## src/rtl/unary_add_driver.sv

```systemverilog
// Host driver for a unary adder: serialises two binary operands as unary streams,
// then drains the adder's unary result back into a binary sum with carry/overrun flags.
module unary_add_driver #(
   parameter int unsigned WIDTH = 5
) (
   input  logic             clk,
   input  logic             rst,
   input  logic             start,
   input  logic [WIDTH-1:0] op_a,
   input  logic [WIDTH-1:0] op_b,
   output logic             busy,
   output logic             done,
   output logic [WIDTH-1:0] sum,
   output logic             carry,
   output logic             err,
   output logic             ua_out,
   output logic             ub_out,
   output logic             en_out,
   output logic             rw_out,
   input  logic             dout_in,
   input  logic             c_in
);

   typedef enum logic [1:0] {IDLE, FEED, DRAIN, DONE} state_t;

   localparam logic [WIDTH-1:0] SUM_MAX = '1;

   state_t           state, state_n;
   logic [WIDTH-1:0] a_q, a_n, b_q, b_n, len_q, len_n, cnt_q, cnt_n;
   logic             first_q, first_n;
   logic [WIDTH-1:0] sum_n;
   logic             carry_n, err_n, busy_n, done_n;
   logic             ua_n, ub_n, en_n, rw_n;
   logic [WIDTH-1:0] op_max_c;

   assign op_max_c = (op_a > op_b) ? op_a : op_b;

   // State and registered outputs
   always_ff @(posedge clk) begin
      if (rst) begin
         state   <= IDLE;
         a_q     <= '0;
         b_q     <= '0;
         len_q   <= '0;
         cnt_q   <= '0;
         first_q <= 1'b0;
         sum     <= '0;
         carry   <= 1'b0;
         err     <= 1'b0;
         busy    <= 1'b0;
         done    <= 1'b0;
         ua_out  <= 1'b0;
         ub_out  <= 1'b0;
         en_out  <= 1'b0;
         rw_out  <= 1'b0;
      end else begin
         state   <= state_n;
         a_q     <= a_n;
         b_q     <= b_n;
         len_q   <= len_n;
         cnt_q   <= cnt_n;
         first_q <= first_n;
         sum     <= sum_n;
         carry   <= carry_n;
         err     <= err_n;
         busy    <= busy_n;
         done    <= done_n;
         ua_out  <= ua_n;
         ub_out  <= ub_n;
         en_out  <= en_n;
         rw_out  <= rw_n;
      end
   end

   // Next state and next output values; outputs describe the upcoming cycle
   always_comb begin
      state_n = state;
      a_n     = a_q;
      b_n     = b_q;
      len_n   = len_q;
      cnt_n   = cnt_q;
      first_n = first_q;
      sum_n   = sum;
      carry_n = carry;
      err_n   = err;
      busy_n  = busy;
      done_n  = 1'b0;
      ua_n    = 1'b0;
      ub_n    = 1'b0;
      en_n    = en_out;
      rw_n    = rw_out;

      case (state)
         IDLE: begin
            if (start) begin
               a_n     = op_a;
               b_n     = op_b;
               len_n   = op_max_c;
               sum_n   = '0;
               carry_n = 1'b0;
               err_n   = 1'b0;
               busy_n  = 1'b1;
               en_n    = 1'b1;
               cnt_n   = WIDTH'(1);
               if (op_max_c != '0) begin
                  state_n = FEED;
                  rw_n    = 1'b0;
                  ua_n    = (op_a != '0);
                  ub_n    = (op_b != '0);
               end else begin
                  state_n = DRAIN;
                  rw_n    = 1'b1;
                  first_n = 1'b1;
               end
            end
         end

         FEED: begin
            // c_in reflects the previous cycle's stimulus
            if (cnt_q >= WIDTH'(2)) carry_n = carry | c_in;
            if (cnt_q == len_q) begin
               state_n = DRAIN;
               rw_n    = 1'b1;
               first_n = 1'b1;
            end else begin
               cnt_n = cnt_q + WIDTH'(1);
               ua_n  = (cnt_q < a_q);
               ub_n  = (cnt_q < b_q);
            end
         end

         DRAIN: begin
            if (first_q) begin
               carry_n = carry | c_in;
               first_n = 1'b0;
            end else if (dout_in && (sum != SUM_MAX)) begin
               sum_n = sum + WIDTH'(1);
            end else begin
               err_n   = err | dout_in;
               state_n = DONE;
               done_n  = 1'b1;
               en_n    = 1'b0;
               rw_n    = 1'b0;
            end
         end

         DONE: begin
            state_n = IDLE;
            busy_n  = 1'b0;
         end

         default: state_n = IDLE;
      endcase
   end

endmodule

```

## config.mk

```make
export PLATFORM = sky130hd
export DESIGN_NAME = unary_add_driver
export DESIGN_NICKNAME = d
export VERILOG_FILES = /design/src/rtl/unary_add_driver.sv
export SDC_FILE = /design/constraint.sdc
export NUM_CORES = 1
export LEC_CHECK = 0
export ABC_CLOCK_PERIOD_IN_PS = 3900
export BUFFER_PORTS_ARGS = -buffer_cell sky130_fd_sc_hd__buf_4
export CORE_UTILIZATION = 55
export DETAILED_ROUTE_END_ITERATION = 10
export PLACE_DENSITY = 0.86
export SLEW_MARGIN = 15
export SYNTH_ARGS = -nofsm -noshare
export SYNTH_HDL_FRONTEND = slang
export SYNTH_SLANG_ARGS = --single-unit
```

## constraint.sdc

```tcl
create_clock -name clk -period 3.9 [get_ports clk]
set_input_delay 0 -clock clk [delete_from_list [all_inputs] [get_ports clk]]
set_output_delay 0 -clock clk [all_outputs]
set_load 0.01 [all_outputs]
```

==> impl_metrics.toml, run 1 <==
[run_status]
outcome = "completed"

[worst_setup_path]
critPathCaptureType = "register"
critPathMaxStageDelay_ps = 460
crit_family = "simple AND/OR/NAND/NOR gates"
arrival_ps = 2470
reg2reg_slack_ps = 1610
criticalPathCategory = "reg -> reg"
cp_max_fo = 5
r2r-start = "sum[0]$_SDFFE_PP0P_"
r2r_cells = 8
critPathLaunchType = "register"
cp_slowest_cell = "or3b_2"
required_ps = 4080
timing.rr.end = "sum[3]$_SDFFE_PP0P_"
crit_top_cell = "ha_1"
path_cells = "ha_1, and3_1, ha_1, or3b_2, a211oi_1, nand4_1, xor2_1, nor2_1"
cp.buffers_inverters = 0

[clocking]
cts_buffer_depth = 2
clk_pin_slew_ps = 70
clock_sinks = 36
cts_tree = "built"
htree_levels = 2
insertion_delay_ps = 300
cts_buffers = 5
cts_root_buf = "clkbuf_8"

[placed_design]
hpwl_um = 3520
port_buffers = 27
routabilityCongestion = 0.867
pre_cts_slack_ps = 1630

[min_path]
hold_path_end = "carry$_SDFFE_PP0P_"
holdPathStages = 3
hold_class = "in -> reg"
hold_start = "c_in"

[global_route]
grt_pass1_wl_um = 8490
gr-total-overflow = 0
grt_max_degree = 30
antenna_found_initial = 0
grt_pass1_vias = 1931
grt.total_usage = 0.266

[timing]
maxSlewViolCount = 0
setup_violations = 0
rsz0062_at_grt = "false"
fin_setup_tns_ps = 0
worstMarginPinSlew_ps = 1020
relSlewSlack = 0.317
max_freq_mhz = 436
fin_ws_ps = 1610
fin_crit_sh = 0.587
skew_ps = 5.89
hold_viol = 0
layout_min_cycle_time_ps = 2290

[synthesis]
seq_area_frac_synth = 0.341
avgSynthCellArea_sq_um = 8.13
syn_inst = 260
synthArstFlopShare = 0
synth_nets = 296
synth-edff-count = 0
ys_seq_elements = 36
synthFlopType = "dfxtp_1"
synth_warnings = 0
syn-cell-area_sq_um = 2110
synth_cell_types = 48

[floorplan]
pin_count = 28
die_area_sq_um = 4100
start_util = 0.578
die_h_um = 64.0
coreArea_sq_um = 3660
placementRows = 22
fp.dieW_um = 64.0

[layout]
antennaDiodeCount = 0
drive_gt1_frac = 0.146
finalNetCount = 331
area_growth_pct = 19.3
fillCellCount = 313

[drt]
ant_nets = 0
drt_iter0_markers = 120
avgRoutedWirePerCell_um = 14.5
vias_per_cell = 5.84
totalWireLength_um = 4970
vias = 2004
drc = 0
drt-pass1-iter-count = 4

[pwr]
vdd_drop_max_uv = 436
power.leakage_nw = 1.09
power_density_nw_per_um2 = 552

[run]
timing.max_cap.violations = 0
cells by family (layout without fill, tap and decap cells):
family          after synthesis  after routing  share of synthesized area
compound gates               62             62                      0.204
xor+xnor                      8              8                     0.0331
fa+ha+maj                    21             21                      0.124
buf+inv                      32             67                     0.0574
flops                        36             36                      0.341
mux                           2              2                     0.0101
simple gates                 99             99                      0.230
final cells by class:
class,count,area [sq um],area share
inverter,23,86.3,0.0342
multi-input combinational,192,1270,0.504
clock buffer,5,68.8,0.0273
timing repair buffer,37,303,0.120
tap,48,60.1,0.0238
sequential,36,721,0.286
clock inverter,2,12.5,0.00496
routing by layer:
layer / GRT usage / vias to the layer above / routed length (um)
li1: - / 986 / -
met1: 0.332 / 938 / 2240
met2: 0.445 / 68 / 2330
met3: 0.0554 / 12 / 303
met4: 0.102 / 0 / 97
met5: 0 / - / 0
cells in the final DEF, fill, tap and decap left out, types with 8 or more instances in the layout:
cell           netlist  final
inv_1               23     23
dfxtp_1             36     36
ha_1                21     21
dlygate4sd3_1        0     10
buf_4                0     27
a21oi_1             20     20
o21ai_0              8      8
nor2_1              25     25
nand2_1             33     33
report_power, final:
part	switching [mW]	internal, mW	leakage [nW]	total (mW)
combinational	0.371	0.259	0.753	0.630
sequential	0.0577	0.447	0.295	0.505
clock	0.137	0.121	0.0400	0.258
total	0.566	0.827	1.09	1.39
state kept, by name (all words and copies together) (netlist names), 2 cells and up:
signal  cells
a_q         5
sum         5
state       2
b_q         5
len_q       5
cnt_q       5
what timing repair did:
| item | CTS | global route |
|---|---|---|
| endpoints found under the setup margin | 0 | 0 |
| buffers inserted | 0 | 0 |
| endpoints found under the hold margin | 11 | 0 |
| gates resized for setup | 0 | 0 |
| hold buffers | 10 | 0 |
worst min-delay path: cells and delay by family:
family          cells  cell delay (ps)
compound gates      2              160
buf+inv             1              110
worst max path at each step:
stage / slack [ps] / from / endpoint / depth (start not counted)
2_1_floorplan: 1740 / sum[0]$_SDFFE_PP0P_ / sum[3]$_SDFFE_PP0P_ / 8
3_3_place_gp: 1700 / sum[0]$_SDFFE_PP0P_ / sum[3]$_SDFFE_PP0P_ / 8
3_5_place_dp: 1630 / sum[0]$_SDFFE_PP0P_ / sum[3]$_SDFFE_PP0P_ / 8
4_1_cts: 1610 / sum[0]$_SDFFE_PP0P_ / sum[3]$_SDFFE_PP0P_ / 8
5_1_grt: 1470 / sum[0]$_SDFFE_PP0P_ / sum[3]$_SDFFE_PP0P_ / 8
6_report: 1610 / sum[0]$_SDFFE_PP0P_ / sum[3]$_SDFFE_PP0P_ / 8
stage by stage:
| stage | hold WS [ps] | instance area (sq um) | power, mW | util | cells |
|---|---|---|---|---|---|
| after floorplan | 136 | 2110 | 0.954 | - | 260 |
| after global placement | 273 | 2340 | 1.10 | 0.640 | 326 |
| after detailed placement | 277 | 2340 | 1.12 | 0.640 | 326 |
| after CTS | 15.9 | 2520 | 1.39 | 0.689 | 343 |
| after global routing | 27.0 | 2520 | 1.49 | 0.689 | 343 |
| final | 17.1 | 2520 | 1.39 | 0.689 | 343 |
synth_stat cells (2+ instances only):
cell | count | share of area
dfxtp_1 | 36 | 0.34
nand2_1 | 33 | 0.059
nor2_1 | 25 | 0.044
inv_1 | 23 | 0.041
ha_1 | 21 | 0.12
a21oi_1 | 20 | 0.047
o21ai_0 | 8 | 0.019
nand3_1 | 7 | 0.017
nor3_1 | 7 | 0.017
xor2_1 | 7 | 0.029
a211oi_1 | 6 | 0.021
a311oi_1 | 6 | 0.025
clkbuf_1 | 6 | 0.011
nand2b_1 | 5 | 0.015
a21o_1 | 3 | 0.011
nand4_1 | 3 | 0.0089
nor2b_1 | 3 | 0.0089
o211ai_1 | 3 | 0.011
a22oi_1 | 2 | 0.0071
and3_1 | 2 | 0.0059
buf_1 | 2 | 0.0036
nand3b_1 | 2 | 0.0071
nor4_1 | 2 | 0.0059
o221a_1 | 2 | 0.011
o32ai_1 | 2 | 0.0083
or4_1 | 2 | 0.0071
Power figures use the tool's default switching activity.
==> run 2, diff against run 1 <==
--- a/config.mk
+++ b/config.mk
@@ -5,11 +5,11 @@
 export SDC_FILE = /design/constraint.sdc
 export NUM_CORES = 1
 export LEC_CHECK = 0
-export ABC_CLOCK_PERIOD_IN_PS = 3900
+export ABC_CLOCK_PERIOD_IN_PS = 1900
 export BUFFER_PORTS_ARGS = -buffer_cell sky130_fd_sc_hd__buf_4
-export CORE_UTILIZATION = 55
+export CORE_UTILIZATION = 52
 export DETAILED_ROUTE_END_ITERATION = 10
-export PLACE_DENSITY = 0.86
+export PLACE_DENSITY = 0.85
 export SLEW_MARGIN = 15
 export SYNTH_ARGS = -nofsm -noshare
 export SYNTH_HDL_FRONTEND = slang
==> constraint.sdc (replaced) <==
create_clock -name clk -period 1.9 [get_ports clk]
set_input_delay 0 -clock clk [delete_from_list [all_inputs] [get_ports clk]]
set_output_delay 0 -clock clk [all_outputs]
set_load 0.01 [all_outputs]
==> run 2 against run 1 <==
The flow now finishes with violations (setup timing). Sequential cell count did not move. Sequential share of layout area fell by 2.1 points. Critical path depth unchanged. Critical path type unchanged. Critical endpoint unchanged. Largest power group unchanged.
==> impl_metrics.toml, run 2 (synthesis gave the netlist of run 1 again) <==
[layout]
multi_input_area_sq_um = 1340
final_cells = 363
layout_common_cells = "buf_4, dfxtp_1, nand2_1"
antennaDiodeCount = 0
finalNetCount = 350
register_area_sq_um = 726
area_growth_pct = 29.7
fillCellCount = 302
final_common_cell = "buf_4"
drive_gt1_frac = 0.241

[timing]
fin_ws_ps = -59.2
worstMarginPinSlew_ps = 460
max_freq_mhz = 510
hold_viol = 0
relSlewSlack = 0.690
fin_crit_sh = 1.03
layout_min_cycle_time_ps = 1960
skew_ps = 6.41
maxSlewViolCount = 0
rsz0062_at_grt = "true"
hold_slack_ps = 7.09
setup_violations = 1

[drt]
drt_iter0_markers = 115
drt-pass1-iter-count = 4
ant_nets = 0
avgRoutedWirePerCell_um = 14.4
totalWireLength_um = 5230
vias_per_cell = 5.62
vias = 2040
drc = 0

[floorplan]
die_h_um = 65.8
placementRows = 22
pin_count = 28
coreArea_sq_um = 3770
fp.dieW_um = 65.8
die_area_sq_um = 4330
start_util = 0.561

[placed_design]
dp.cells = 344
routabilityCongestion = 0.889
hpwl_um = 3840
port_buffers = 27

[clocking]
clock_sinks = 36
cts_buffers = 5
htree_levels = 2
clk_pin_slew_ps = 70
insertion_delay_ps = 280
cts_buffer_depth = 2
cts_tree = "built"
cts_root_buf = "clkbuf_8"

[run_status]
outcome = "complete, but fails checks"
violations = "setup timing"

[global_route]
antenna_found_initial = 0
grt_use_met3 = 0.0448
use_met2 = 0.463
grt_max_degree = 30
gr-total-overflow = 0
grt.total_usage = 0.268
gr-max-usage-layer = "met2"
met1_usage = 0.333
grt_pass1_wl_um = 8940
grt_pass1_vias = 1949

[run]
timing.max_cap.violations = 0

[pwr]
vdd_drop_max_uv = 546
power_density_nw_per_um2 = 1150
power.leakage_nw = 1.19

[worst_setup_path]
crit_end = "sum[3]$_SDFFE_PP0P_"
r2r-start = "sum[0]$_SDFFE_PP0P_"
criticalPathCategory = "reg -> reg"
arrival_ps = 2120
critPathCaptureType = "register"
r2r_cells = 8
critPathLaunch = "sum[0]$_SDFFE_PP0P_"
critPathLaunchType = "register"
required_ps = 2060
reg2reg_slack_ps = -60
timing.rr.end = "sum[3]$_SDFFE_PP0P_"
cp_max_fo = 3

[min_path]
hold_class = "in -> reg"
## run 2: what timing repair did
| item | 4_1_cts | 5_1_grt |
|---|---|---|
| hold buffers | 7 | 0 |
| hold endpoints to repair | 7 | 0 |
| setup buffers | 3 | 2 |
| pin swaps | 5 | 5 |
| setup endpoints to repair | 3 | 13 |
| resized for setup | 1 | 7 |
## run 2: through the flow
step / cell area (sq um) / worst slack (ps) / total power [mW] / util / setup TNS, ps
floorplan: 2160 / 3.17 / 1.97 / - / 0
global placement: 2520 / -30.8 / 2.43 / 0.668 / -30.8
detailed placement: 2520 / -62.0 / 2.48 / 0.668 / -62.0
CTS: 2710 / -61.6 / 3.09 / 0.719 / -130
global route: 2740 / -170 / 3.37 / 0.727 / -374
finish: 2740 / -59.2 / 3.14 / 0.727 / -59.2
## run 2: metal layers
layer	part of all wire	wire [um]	vias up
met5	0	0	-
met4	0.011	57	0
met3	0.047	243	6
met2	0.51	2680	56
met1	0.43	2250	952
li1	-	-	1026
## run 2: worst min path at each step
stage	from	to	slack, ps	cells after the start
after floorplan	op_a[0]	a_q[0]$_SDFFE_PP0P_	140	2
after global placement	op_b[4]	b_q[4]$_SDFFE_PP0P_	270	3
after detailed placement	op_b[4]	b_q[4]$_SDFFE_PP0P_	280	3
after CTS	op_b[4]	len_q[4]$_SDFFE_PP0P_	3	3
after global routing	op_a[1]	a_q[1]$_SDFFE_PP0P_	10	3
final	op_a[1]	a_q[1]$_SDFFE_PP0P_	7	3
## run 2: cell type report
| type | instances | share of cell area |
|---|---|---|
| Timing Repair Buffer | 56 | 0.160 |
| Clock buffer | 8 | 0.0328 |
| Multi-Input combinational cell | 192 | 0.490 |
| Inverter | 23 | 0.0315 |
| Tap cell | 48 | 0.0219 |
| Sequential cell | 36 | 0.265 |
## run 2: worst max-delay path, stage by stage, from the launching register on
cell	delay, ps
dfxtp_4	350
ha_4	150
and3_4	180
ha_4	160
or3b_4	390
a211oi_4	260
nand4_1	140
xor2_1	150
nor2_1	60
## run 2: power by group
group / switching, mW / internal [mW]
Clock: 0.262 / 0.296
Sequential: 0.100 / 0.919
Combinational: 0.844 / 0.719
